==> src/rtl/sdram_rw_cmd.sv <==
// sdram_rw_cmd: arbitrates FIFO burst requests and drives ACT/RD|WR/BTERM/PRE on the SDRAM bus
module sdram_rw_cmd #(
    parameter int T_RCD   = 2,
    parameter int T_RP    = 2,
    parameter int CAS_LAT = 3
) (
    input  logic        sys_clk,
    input  logic        sys_rst,
    input  logic        init_end,
    input  logic        aref_busy,
    input  logic        sdram_wr_req,
    input  logic [22:0] sdram_wr_addr,
    input  logic [9:0]  wr_burst_len,
    input  logic [15:0] sdram_in_data,
    output logic        sdram_wr_ack,
    input  logic        sdram_rd_req,
    input  logic [22:0] sdram_rd_addr,
    input  logic [9:0]  rd_burst_len,
    output logic [15:0] sdram_out_data,
    output logic        sdram_rd_ack,
    output logic        rw_busy,
    output logic [3:0]  sdram_cmd,
    output logic [1:0]  sdram_ba,
    output logic [12:0] sdram_addr,
    output logic [15:0] sdram_dq_out,
    output logic        sdram_dq_oe,
    input  logic [15:0] sdram_dq_in
);
    localparam logic [3:0] IDLE    = 4'd0;
    localparam logic [3:0] ACT     = 4'd1;
    localparam logic [3:0] TRCD    = 4'd2;
    localparam logic [3:0] WRITE   = 4'd3;
    localparam logic [3:0] READ    = 4'd4;
    localparam logic [3:0] RD_WAIT = 4'd5;
    localparam logic [3:0] TERM    = 4'd6;
    localparam logic [3:0] PRE     = 4'd7;
    localparam logic [3:0] TRP     = 4'd8;

    localparam logic [3:0] CMD_NOP   = 4'b0111;
    localparam logic [3:0] CMD_ACT   = 4'b0011;
    localparam logic [3:0] CMD_RD    = 4'b0101;
    localparam logic [3:0] CMD_WR    = 4'b0100;
    localparam logic [3:0] CMD_BTERM = 4'b0110;
    localparam logic [3:0] CMD_PRE   = 4'b0010;

    logic [3:0]  state;
    logic [9:0]  cnt;
    logic [9:0]  len;
    logic        is_wr;
    logic [1:0]  bank;
    logic [11:0] row;
    logic [8:0]  col;
    logic        start;
    logic [9:0]  req_len;
    logic [9:0]  clip_len;
    logic [22:0] req_addr;
    logic [3:0]  burst_state;
    logic        last;
    logic        issue_rw;
    logic        rd_phase;

    // request arbitration (write wins) and burst-length clamping to one full page
    always_comb begin
        start       = init_end && !aref_busy && (sdram_wr_req || sdram_rd_req);
        req_len     = sdram_wr_req ? wr_burst_len : rd_burst_len;
        req_addr    = sdram_wr_req ? sdram_wr_addr : sdram_rd_addr;
        clip_len    = req_len == 10'd0 ? 10'd1 : req_len > 10'd512 ? 10'd512 : req_len;
        burst_state = is_wr ? WRITE : READ;
        last        = cnt == len - 10'd1;
    end

    // sequencer; cnt restarts at the RD/WR command and keeps running through the read drain
    always_ff @(posedge sys_clk) begin
        if (sys_rst) begin
            state <= IDLE;
            cnt   <= 10'd0;
            len   <= 10'd0;
            is_wr <= 1'b0;
            bank  <= 2'd0;
            row   <= 12'd0;
            col   <= 9'd0;
        end else begin
            cnt <= cnt + 10'd1;
            case (state)
                IDLE: begin
                    cnt <= 10'd0;
                    if (start) begin
                        state             <= ACT;
                        is_wr             <= sdram_wr_req;
                        {bank, row, col}  <= req_addr;
                        len               <= clip_len;
                    end
                end
                ACT: begin
                    cnt   <= 10'd0;
                    state <= T_RCD > 1 ? TRCD : burst_state;
                end
                TRCD: if (cnt == 10'(T_RCD - 2)) begin
                    cnt   <= 10'd0;
                    state <= burst_state;
                end
                WRITE, READ: if (last) state <= TERM;
                TERM: state <= is_wr ? PRE : RD_WAIT;
                RD_WAIT: if (cnt == len + 10'(CAS_LAT)) state <= PRE;
                PRE: begin
                    cnt   <= 10'd0;
                    state <= TRP;
                end
                TRP: if (cnt == 10'(T_RP - 1)) state <= IDLE;
                default: state <= IDLE;
            endcase
        end
    end

    // read data is registered once; the ack window lines up with that register stage
    always_ff @(posedge sys_clk) begin
        sdram_out_data <= (sys_rst || !init_end) ? 16'd0 : sdram_dq_in;
    end

    // command/address decode and FIFO handshakes from the sequencer position
    always_comb begin
        issue_rw     = (state == WRITE || state == READ) && cnt == 10'd0;
        rd_phase     = !is_wr && (state == READ || state == TERM || state == RD_WAIT);
        sdram_cmd    = state == ACT ? CMD_ACT :
                       issue_rw ? (is_wr ? CMD_WR : CMD_RD) :
                       state == TERM ? CMD_BTERM :
                       state == PRE ? CMD_PRE : CMD_NOP;
        sdram_ba     = (state == ACT || issue_rw || state == PRE) ? bank : 2'd0;
        sdram_addr   = state == ACT ? {1'b0, row} : issue_rw ? {4'b0, col} : 13'd0;
        sdram_wr_ack = is_wr && ((state == ACT && T_RCD == 1) ||
                                 (state == TRCD && cnt == 10'(T_RCD - 2)) ||
                                 (state == WRITE && !last));
        sdram_rd_ack = rd_phase && cnt > 10'(CAS_LAT) && cnt <= len + 10'(CAS_LAT);
        sdram_dq_oe  = state == WRITE;
        sdram_dq_out = sdram_dq_oe ? sdram_in_data : 16'd0;
        rw_busy      = state != IDLE;
    end
endmodule

==> config.mk <==
export PLATFORM = sky130hd
export DESIGN_NAME = sdram_rw_cmd
export DESIGN_NICKNAME = d
export VERILOG_FILES = /design/src/rtl/sdram_rw_cmd.sv
export SDC_FILE = /design/constraint.sdc
export NUM_CORES = 1
export LEC_CHECK = 0
export ABC_AREA = 1
export BUFFER_PORTS_ARGS = -buffer_cell sky130_fd_sc_hd__buf_2
export CAP_MARGIN = 0
export CELL_PAD_IN_SITES_DETAIL_PLACEMENT = 0
export CELL_PAD_IN_SITES_GLOBAL_PLACEMENT = 1
export CORE_ASPECT_RATIO = 1.2
export CORE_MARGIN = 3
export CORE_UTILIZATION = 36
export DETAILED_ROUTE_END_ITERATION = 10
export GPL_TIMING_DRIVEN = 1
export PLACE_DENSITY_LB_ADDON = 0.1
export SETUP_SLACK_MARGIN = 0.4
export SLEW_MARGIN = 20
export SYNTH_ARGS = -nofsm -noshare
export SYNTH_HDL_FRONTEND = slang
export SYNTH_SLANG_ARGS = --single-unit
==> constraint.sdc <==
create_clock -name sys_clk -period 5.13 [get_ports sys_clk]
set_clock_uncertainty 0.05 [all_clocks]
set_input_delay 0.513 -clock sys_clk [delete_from_list [all_inputs] [get_ports sys_clk]]
set_output_delay 0.513 -clock sys_clk [all_outputs]
set_load 0.05 [all_outputs]
==> results.toml <==
[run_status]
status = "complete, no violations"

[clocking]
cts_inserted_buffers = 9
cts.sinks = 64
cts_hold_buf = 0
insertion_delay_ps = 330
cts_tree = "yes"
post_cts_buffers = 0
cts-resized-gates = 0
path_clk_slew_ps = 60
clk_path_buf_depth = 2
htreeDepth = 3
clockRootBuffer = "clkbuf_16"

[worst_setup_path]
cp.arrival_ps = 3240
cp_max_fo = 4
critPathLaunchType = "flop"
crit_chain = "inv_1 > ha_1 > inv_1 > nand2_1 > nor2_1 > inv_1 > nor2_1 > inv_1 > nor2_1 > nand3_1 > xor2_1 > ha_1 > nand2_1 > nor2_1 > a211oi_1 > o211ai_1 > a211oi_1 > buf_2"
cp.required_ps = 4570
crit_path_end_kind = "output port"
critPathKind = "flop to output port"
slowest_delay_ps = 400
slowest_stage = "dfxtp_1"
r2r_cells = 22

[yosys]
ys_seq_elements = 64
yosysUniqueCellTypes = 41
yosysWarnings = 0
seq_area_frac_synth_pct = 32.1
synth.avg_cell_area_um2 = 6.62
syn_inst = 603
netlist_area_mm2 = 0.00399

[routing]
drt_iter0_drc = 133
drt_wl_total_mm = 11.4
drtPass1Iterations = 4
vias = 4166
viasPerCell = 4.73
drc = 0
postRouteAntennaNets = 0
wl_per_cell_um = 12.9

[placed_design]
placed_area_mm2 = 0.00480
hpwlAfterDp_mm = 9.07
port_buffers = 156
gp_congestion = 0.893

[power]
ir_worst_vdd_mv = 0.134
power_per_cell_area_mw_per_mm2 = 386
p_leak_nw = 2.74
finalPower_mw = 1.97

[sta]
max_freq_ghz = 0.263
tightest_slew_ps = 865
period_needed_ps = 3800
slew_headroom_pct = 42.1
hold_violations = 0
fin_hold_ws_ps = 344
rsz0062_at_grt = "no"
finalCritPeriodShare_pct = 74.0
setup-violations-final = 0
setup_tns_ps = 0
drv_slew = 0

[global_routing]
grt_use_total_pct = 18.6
gr-total-overflow = 0
antenna_found_initial = 0
grt_pass1_vias = 3857
grt_max_degree = 62
grt_first_pass_wirelength_mm = 18.1

[finish]
n_antenna_cell = 0
nets = 865
nFillCells = 1126
area_delta_synth_final_pct = 27.9
final_area_mm2 = 0.00510
drive_above_1_share_pct = 28.7

[die]
die_y_um = 121
die_width_um = 102
dieArea_mm2 = 0.0124
rows = 41
start_util_pct = 37.4
io_pins = 159
design.core.area_mm2 = 0.0107

[worst_hold_path]
min_path_type = "primary input to flop"
hold_depth = 3

[run]
drv_cap = 0
## worst max-delay path, delay by kind of cell (launching register included)
family | cells | cell delay [ps]
flops | 1 | 400
compound gates | 3 | 570
simple gates | 7 | 640
fa+ha+maj | 2 | 540
xor+xnor | 1 | 160
buf+inv | 5 | 590
## cells by family after synthesis
| kind of cell | share of synthesized area, % |
|---|---|
| adders and majority gates | 4.39 |
| DFF | 32.1 |
| buffers and inverters | 14.7 |
| muxes | 1.66 |
| other | 0.0940 |
| and+or+nand+nor | 26.4 |
| xor gates and xnor gates | 3.04 |
| AOI/OAI and AO/OA | 17.6 |
## sequential cells by signal, summed over array words and instances, names as in the netlist
register,flops
cnt,10
bank,2
is_wr,1
state,4
sdram_out_data,16
row,12
len,10
col,9
## synth_stat cells, drive strengths merged
cell type  number  area share (%)
inv           115              11
nor2          109              11
nand2          88             8.9
a21oi          64             8.1
dfxtp          64              32
o21ai          40             5.0
nand3          28             4.1
buf            18             3.0
ha             14             4.4
xor2           12             2.8
a32o            9             2.3
nor3            9             1.5
clkbuf          7            0.66
a211oi          5            0.94
mux2            5             1.4
nand4           3            0.47
o211ai          3            0.56
a21boi          2            0.38
a31oi           1            0.16
clkinv          1           0.094
conb            1           0.094
mux2i           1            0.25
nor4            1            0.16
o221ai          1            0.22
or2             1            0.16
xnor2           1            0.22
## worst paths after layout
path	startpoint	endpoint	slack (ps)
worst min-delay path	sdram_dq_in[14]	sdram_out_data[14]$_SDFF_PP0_	340
worst max register to register	len[1]$_SDFFE_PP0P_	state[2]$_SDFFE_PP0P_	2130
worst max-delay path	len[1]$_SDFFE_PP0P_	sdram_rd_ack	1330
worst min register to register	len[0]$_SDFFE_PP0P_	len[0]$_SDFFE_PP0P_	460
## power by group
part	switching, mW	internal, mW	total, mW
logic	0.534	0.220	0.754
registers	0.0450	0.553	0.598
clock network	0.229	0.390	0.620
## cells in the final DEF (no fill, tap or decap), drive strengths merged
cell / n
mux2: 5
nand3: 28
nand4: 3
nor3: 9
o211ai: 3
nand2: 88
bufinv: 1
clkinv: 3
a21oi: 64
conb: 2
mux2i: 1
nor4: 1
buf: 157
o221ai: 1
a32o: 9
clkbuf: 10
clkinvlp: 2
inv: 116
a31oi: 1
or2: 1
a211oi: 5
nor2: 109
xor2: 12
dfxtp: 64
o21ai: 40
xnor2: 1
a21boi: 2
ha: 14
## stage by stage
stage | cells | setup slack, ps | util, %
CTS | 881 | 1290 | 47.8
global route | 881 | 945 | 47.8
finish | 881 | 1330 | 47.8
detailed placement | 865 | 1640 | 45.0
floorplan | 604 | 1220 | -
global placement | 865 | 1680 | 45.0
## layout make-up
type	instances	area, um^2	area share (%)
clock buffers	10	239	4.68
inverters	116	438	8.58
flip-flops and latches	64	1280	25.1
well taps	129	161	3.16
repair buffers	157	788	15.4
clock inverters	6	67.6	1.32
multi-input cells	399	2130	41.7
## per-layer routing
layer  GRT usage (%)  vias up  part of all wire, %
li1                -     2199                    -
met1            22.2     1855                   42
met2            31.6       94                   51
met3            5.52       18                  5.8
met4            5.99        0                  2.0
met5               0        -                    0
Power figures use the tool's default switching activity.
